**config.mk**
```make
export PLATFORM = sky130hd
export DESIGN_NAME = masked_share_compress_reg
export DESIGN_NICKNAME = d
export VERILOG_FILES = /design/src/rtl/masked_share_compress_reg_pkg.sv /design/src/rtl/masked_share_compress_reg_share_compress3.sv /design/src/rtl/masked_share_compress_reg.sv
export SDC_FILE = /design/constraint.sdc
export NUM_CORES = 1
export LEC_CHECK = 0
export CAP_MARGIN = 20
export CORE_ASPECT_RATIO = 0.75
export CORE_UTILIZATION = 51
export CTS_CLUSTER_DIAMETER = 40
export DETAILED_ROUTE_END_ITERATION = 8
export PLACE_DENSITY = 0.94
export SLEW_MARGIN = 10
export SYNTH_ARGS = -nofsm -noshare
export SYNTH_HDL_FRONTEND = slang
export SYNTH_HIERARCHICAL = 1
export SYNTH_SLANG_ARGS = --single-unit
```
**constraint.sdc**
```tcl
create_clock -name clk -period 2 [get_ports clk]
set_input_delay 0.4 -clock clk [delete_from_list [all_inputs] [get_ports clk]]
set_output_delay 0.4 -clock clk [all_outputs]
set_load 0.005 [all_outputs]
```
**src/rtl/masked_share_compress_reg_pkg.sv**
```systemverilog
// Share geometry for the 3-share masked PRINCE S-box compression stage: 9 expanded shares
// per output bit fold into 3 shares as 3 groups of 3.
package masked_share_compress_reg_pkg;
    localparam int NSHARES_IN  = 9;
    localparam int NSHARES_OUT = 3;
    localparam int GROUP       = 3;
    localparam int NBITS_DEF   = 4;

    typedef logic [NSHARES_OUT*NBITS_DEF-1:0] ysh_word_t;

    function automatic int in_idx(input int bit_i, input int share_j, input int member_k);
        return NSHARES_IN*bit_i + GROUP*share_j + member_k;
    endfunction

    function automatic int out_idx(input int bit_i, input int share_j);
        return NSHARES_OUT*bit_i + share_j;
    endfunction
endpackage

```
**src/rtl/masked_share_compress_reg_share_compress3.sv**
```systemverilog
// Combinational 9->3 share compression for one output bit; ring refresh when SHARE_REFRESH_EN.
// Zero latency, no flow control; the XOR of the three outputs always equals the XOR of x_i.
module share_compress3
    import masked_share_compress_reg_pkg::*;
(
    input  logic [NSHARES_IN-1:0]  x_i,
    input  logic [NSHARES_OUT-1:0] r_i,
    output logic [NSHARES_OUT-1:0] y_o
);
    logic [NSHARES_OUT-1:0] grp;

    always_comb begin
        grp = '0;
        for (int j = 0; j < NSHARES_OUT; j++) begin
            grp[j] = ^x_i[GROUP*j +: GROUP];
        end
    end

`ifdef SHARE_REFRESH_EN
    // Each random bit lands in exactly two shares, so the unmasked value is preserved.
    assign y_o = grp ^ {r_i[2] ^ r_i[0], r_i[1] ^ r_i[2], r_i[0] ^ r_i[1]};
`else
    logic unused_r;
    assign unused_r = ^r_i;
    assign y_o      = grp;
`endif
endmodule

```
**src/rtl/masked_share_compress_reg.sv**
```systemverilog
// Two-entry elastic stage: register expanded shares (glitch barrier), then compress 9->3 per bit.
// Latency 2 cycles, 1 word/cycle; in_ready drops only when both stages are full and stalled. Macro SHARE_REFRESH_EN.
module masked_share_compress_reg
    import masked_share_compress_reg_pkg::*;
#(
    parameter int NBITS = 4,
    parameter int CNT_W = 8
) (
    input  logic                        clk,
    input  logic                        rst,
    input  logic                        in_valid,
    output logic                        in_ready,
    input  logic [NSHARES_IN*NBITS-1:0] q_exp,
    input  logic [NSHARES_OUT*NBITS-1:0] r_ref,
    output logic                        out_valid,
    input  logic                        out_ready,
    output logic [NSHARES_OUT*NBITS-1:0] y_sh,
    output logic [CNT_W-1:0]            done_cnt
);
    logic [NSHARES_IN*NBITS-1:0]  capa_q;
    logic                         va_q, va_d;
    logic                         vb_q, vb_d;
    logic [NSHARES_OUT*NBITS-1:0] y_q, y_d;
    logic [CNT_W-1:0]             cnt_q, cnt_d;
    logic                         advance, accept, drain;

    genvar gi;
    generate
        for (gi = 0; gi < NBITS; gi++) begin : g_bit
            share_compress3 u_cmp (
                .x_i (capa_q[NSHARES_IN*gi +: NSHARES_IN]),
                .r_i (r_ref[NSHARES_OUT*gi +: NSHARES_OUT]),
                .y_o (y_d[NSHARES_OUT*gi +: NSHARES_OUT])
            );
        end
    endgenerate

    assign advance = va_q && (!vb_q || out_ready);
    assign in_ready = !va_q || advance;
    assign accept  = in_valid && in_ready;
    assign drain   = vb_q && out_ready;

    always_comb begin
        va_d  = va_q;
        vb_d  = vb_q;
        cnt_d = cnt_q;
        if (accept) begin
            va_d = 1'b1;
        end else if (advance) begin
            va_d = 1'b0;
        end
        if (advance) begin
            vb_d = 1'b1;
        end else if (drain) begin
            vb_d = 1'b0;
        end
        if (drain) begin
            cnt_d = cnt_q + {{(CNT_W-1){1'b0}}, 1'b1};
        end
    end

    always_ff @(posedge clk) begin
        if (rst) begin
            capa_q <= '0;
            va_q   <= 1'b0;
            vb_q   <= 1'b0;
            y_q    <= '0;
            cnt_q  <= '0;
        end else begin
            // Stage A is pure flops: nothing combinational ahead of the glitch barrier.
            if (accept) begin
                capa_q <= q_exp;
            end
            if (advance) begin
                y_q <= y_d;
            end
            va_q  <= va_d;
            vb_q  <= vb_d;
            cnt_q <= cnt_d;
        end
    end

    assign out_valid = vb_q;
    assign y_sh      = y_q;
    assign done_cnt  = cnt_q;
endmodule

```
* Word level (Yosys, flattened, before mapping)
Index checks and enable logic that the tools add are counted.
Word-level totals: register bits 58, input port bits 52, output and inout port bits 22, logic and storage cells 31
Cells by class: add/subtract/negate cells 1, multiplexer cells 4, reductions and logical operators 21
Operator list (number):
- $reduce_xor A3 Y1 | 12
- $add A8 B1 Y8 const B | 1
- $mux W1 | 4
- $reduce_bool A2 Y1 | 2
- $logic_and A1 B1 Y1 | 3
- $logic_not A1 Y1 | 2
- $logic_or A1 B1 Y1 | 2

* Longest topological paths before layout
depth in word-level cells 6, gate-level depth with buffers 7, mapped depth without buffers 4

* Modules after synthesis
Netlist, hierarchy kept.
Modules (own cells, without submodules):
- masked_share_compress_reg | times used 1, cells an instance 267, area an instance 2376.0 um^2, seq. area each 1161.1 um^2
- share_compress3 | times used 4, cells an instance 3, area an instance 71.3 um^2, seq. area each 0.0 um^2

* Least setup slack after synthesis
No wires, ideal clock.
path kind register -> output, start point reg vb_q (netlist: out_valid), end point out in_ready, data arrival time 0.930 ns, path slack 0.670 ns, cell stages (with the launch flop) 5, cell sequence dfxtp_1 > and3b_1 > buf_6 > inv_4 > buf_2
Between the ends: word-level cells in the longest chain between the ends 4
RTL lines:
- from (decl) | RTL line masked_share_compress_reg.sv:22 | logic vb_q, vb_d;
- from (signal assigned) | RTL line masked_share_compress_reg.sv:78 | vb_q <= vb_d;
- $logic_not A1 Y1 | RTL line masked_share_compress_reg.sv:38 | assign advance = va_q && (!vb_q || out_ready);
- $logic_or A1 B1 Y1 | RTL line masked_share_compress_reg.sv:38
- $logic_and A1 B1 Y1 | RTL line masked_share_compress_reg.sv:38
- $logic_or A1 B1 Y1 | RTL line masked_share_compress_reg.sv:39 | assign in_ready = !va_q || advance;
- to (decl) | RTL line masked_share_compress_reg.sv:12 | output logic in_ready,
No other way between the ends.

* Final worst setup path
start point in out_ready, end point out in_ready
Between the ends: word-level cells in the longest chain between the ends 3
RTL lines:
- from (decl) | RTL line masked_share_compress_reg.sv:16 | input logic out_ready,
- $logic_or A1 B1 Y1 | RTL line masked_share_compress_reg.sv:38
- $logic_and A1 B1 Y1 | RTL line masked_share_compress_reg.sv:38
- $logic_or A1 B1 Y1 | RTL line masked_share_compress_reg.sv:39
No other way between the ends.

==> results.toml <==
[outcome]
outcome = "finished clean"

[setup_path]
cp-end-kind = "primary output"
critPathLaunchType = "input pin"
cp.arrival_ns = 1.41
cpPeakStageDelay_ns = 0.49
crit_fanout = 2
critPathBufInv = 3
crit_family = "buffers and inverters"
required_ns = 1.60
crit_chain = "clkdlybuf4s50_1 > and3b_2 > inv_4 > dlygate4sd2_1"
cp_slowest_cell = "clkdlybuf4s50_1"
critical_path_class = "input pin to primary output"

[yosys]
synth_area_per_cell_sq_um = 9.54
synth_top_cell_by_area = "dfxtp_1"
netlist_area_sq_mm = 0.00266
synthCells = 279
synth_flop_cell = "dfxtp_1"
yosysMostFrequentCell = "dfxtp_1"
seq_area_frac_synth_pct = 43.6
ys_top_cells_by_area = "dfxtp_1 44%, xor3_1 11%, a21oi_1 11%, o21ai_0 9.4%, nand3_2 7.5%"
synthArstFlopShare_pct = 0
yosysWarnings = 6
synth_edf_count = 0
ys_types = 24
synth_top_area_share_pct = 43.6
synth_commonest_cells = "58 x dfxtp_1, 56 x a21oi_1, 50 x o21ai_0"
synth-seq-cells = 58
synth_fp_nets = 332

[drt]
drt-total-wl_mm = 6.13
postRouteAntennaNets = 0
routed_via_density = 5.68
dr.pass1.iters = 4
via_count = 2254
wl_per_cell_microns = 15.4
drt_iter0_drc = 138
drc = 0

[placed_design]
io_buffers = 61
dp_hpwl_mm = 3.93
placed_area_sq_mm = 0.00325
gp_congestion = 0.715

[die]
initial_core_util_pct = 53.7
design.core.area_sq_mm = 0.00495
die-area_sq_mm = 0.00551
ios = 74
rows = 22
dieWidth_microns = 85.4
die_h_microns = 64.6

[cts]
clock-sinks = 58
cts_tree = "done"
cts-root-buf = "clkbuf_8"
clkTransAtPathRegs_ns = 0.06
cts_buffers = 9
cts_max_level = 3
clock_path_buffers = 2
cts_setup_buffers = 0
clk_latency_ns = 0.33

[global_route]
grt_remaining_overflow = 0
track_usage_pct = 24.2
grt_antenna_before_repair = 0
grt_pass1_wl_mm = 10.2
grt_max_degree = 38
grt_pass1_vias = 2152

[pwr]
leakagePower_uw = 0.00127
powerDensity_mw_per_mm2 = 774
vdd.ir_drop.worst_mv = 0.461

[cells_and_area]
antennaDiodeCount = 0
final_area_sq_mm = 0.00344
area_growth_pct = 29.1
fin_nets = 387
drive_gt1_share_pct = 13.6

[sta]
max_freq_mhz = 554
worst_pin_slew_ns = 0.515
slew_headroom_pct = 65.7
grt_setup_unrepaired = "false"
finClkSkew_ns = 0.00352
layout_min_cycle_time_ns = 1.81
hold_viol = 0
finalSetupViolCount = 0
setup_tns_ns = 0
period_share_pct = 90.3
slew_violations = 0

[min_path]
min_path_type = "flip-flop to flip-flop"

[flow_run]
maxCapViolCount = 0
layout by cell type, fill, tap and decap left out, types with 4 or more instances in the layout:
cell type        netlist  final
dfxtp_1               58     58
nand3_2               20     20
o21ai_0               50     50
nand2_1                4      4
clkbuf_8               0     11
xor3_1                12     12
clkdlybuf4s50_1        0     58
nand3_1               34     34
buf_4                  3      7
a21oi_1               56     56
per-layer routing:
layer	track usage, %	routed length (microns)	vias to the layer above
met2	37.3	2930	70
li1	-	-	1112
met3	11.5	466	7
met4	6.25	76	0
met1	30.6	2650	1065
met5	0	0	-
flip-flops by register name, summed over array words and instances (netlist names):
register / count
out_valid: 1
done_cnt: 8
va_q: 1
capa_q: 36
y_sh: 12
cell families after synthesis:
logic type / count (synthesis) / share of synthesized area [%]
compound gates: 109 / 20.8
simple gates: 68 / 16.9
flops: 58 / 43.6
buf+inv: 29 / 6.82
xor+xnor: 14 / 11.4
fa+ha+maj: 1 / 0.470
through the flow:
stage | std cells | utilization [%] | setup slack [ns] | hold slack (ns) | power, uW
after detailed placement | 383 | 65.5 | -0.0686 | 0.470 | 1630
final | 397 | 69.4 | 0.195 | 0.473 | 2660
after floorplan | 279 | - | 0.670 | 0.454 | 1470
after global placement | 383 | 65.5 | -0.0683 | 0.459 | 1620
after CTS | 397 | 69.4 | 0.187 | 0.471 | 2690
after global routing | 397 | 69.4 | 0.156 | 0.499 | 2780
final cells by class:
type	count	area (sq um)
fill	409	1520
timing repair buffer	69	672
clock inverter	3	40.0
clock buffer	11	151
inverter	4	17.5
sequential	58	1160
multi-input combinational	192	1320
tap	60	75.1
path summary, 6_finish.rpt:
kind	startpoint	to	slack (ns)	depth (start not counted)
setup reg to reg	out_valid$_SDFFE_PP0P_	capa_q[23]$_SDFFE_PP0P_	0.57	5
hold reg to reg	done_cnt[7]$_SDFFE_PP0P_	done_cnt[7]$_SDFFE_PP0P_	0.47	2
setup / recovery	out_ready	in_ready	0.19	4
hold / removal	done_cnt[7]$_SDFFE_PP0P_	done_cnt[7]$_SDFFE_PP0P_	0.47	2
worst reg2reg max path: stages, from the launching register on:
cell and delay [ns]:
dfxtp_1 0.31, and3b_2 0.23, inv_4 0.06, buf_4 0.43, nand3_1 0.19, a21oi_1 0.15
report_power, final:
group | leakage [uW] | switching, uW | internal, uW | total [uW]
logic | 0.000692 | 145 | 211 | 355
registers | 0.000475 | 33.4 | 1210 | 1250
clock network | 0.000101 | 434 | 624 | 1060
total | 0.00127 | 612 | 2050 | 2660
repair_timing:
action                                  CTS  global route
endpoints found under the hold margin     0             0
resized for setup                         2             0
endpoints found under the setup margin    1             0
hold buffers                              0             0
Power figures use the tool's default switching activity.
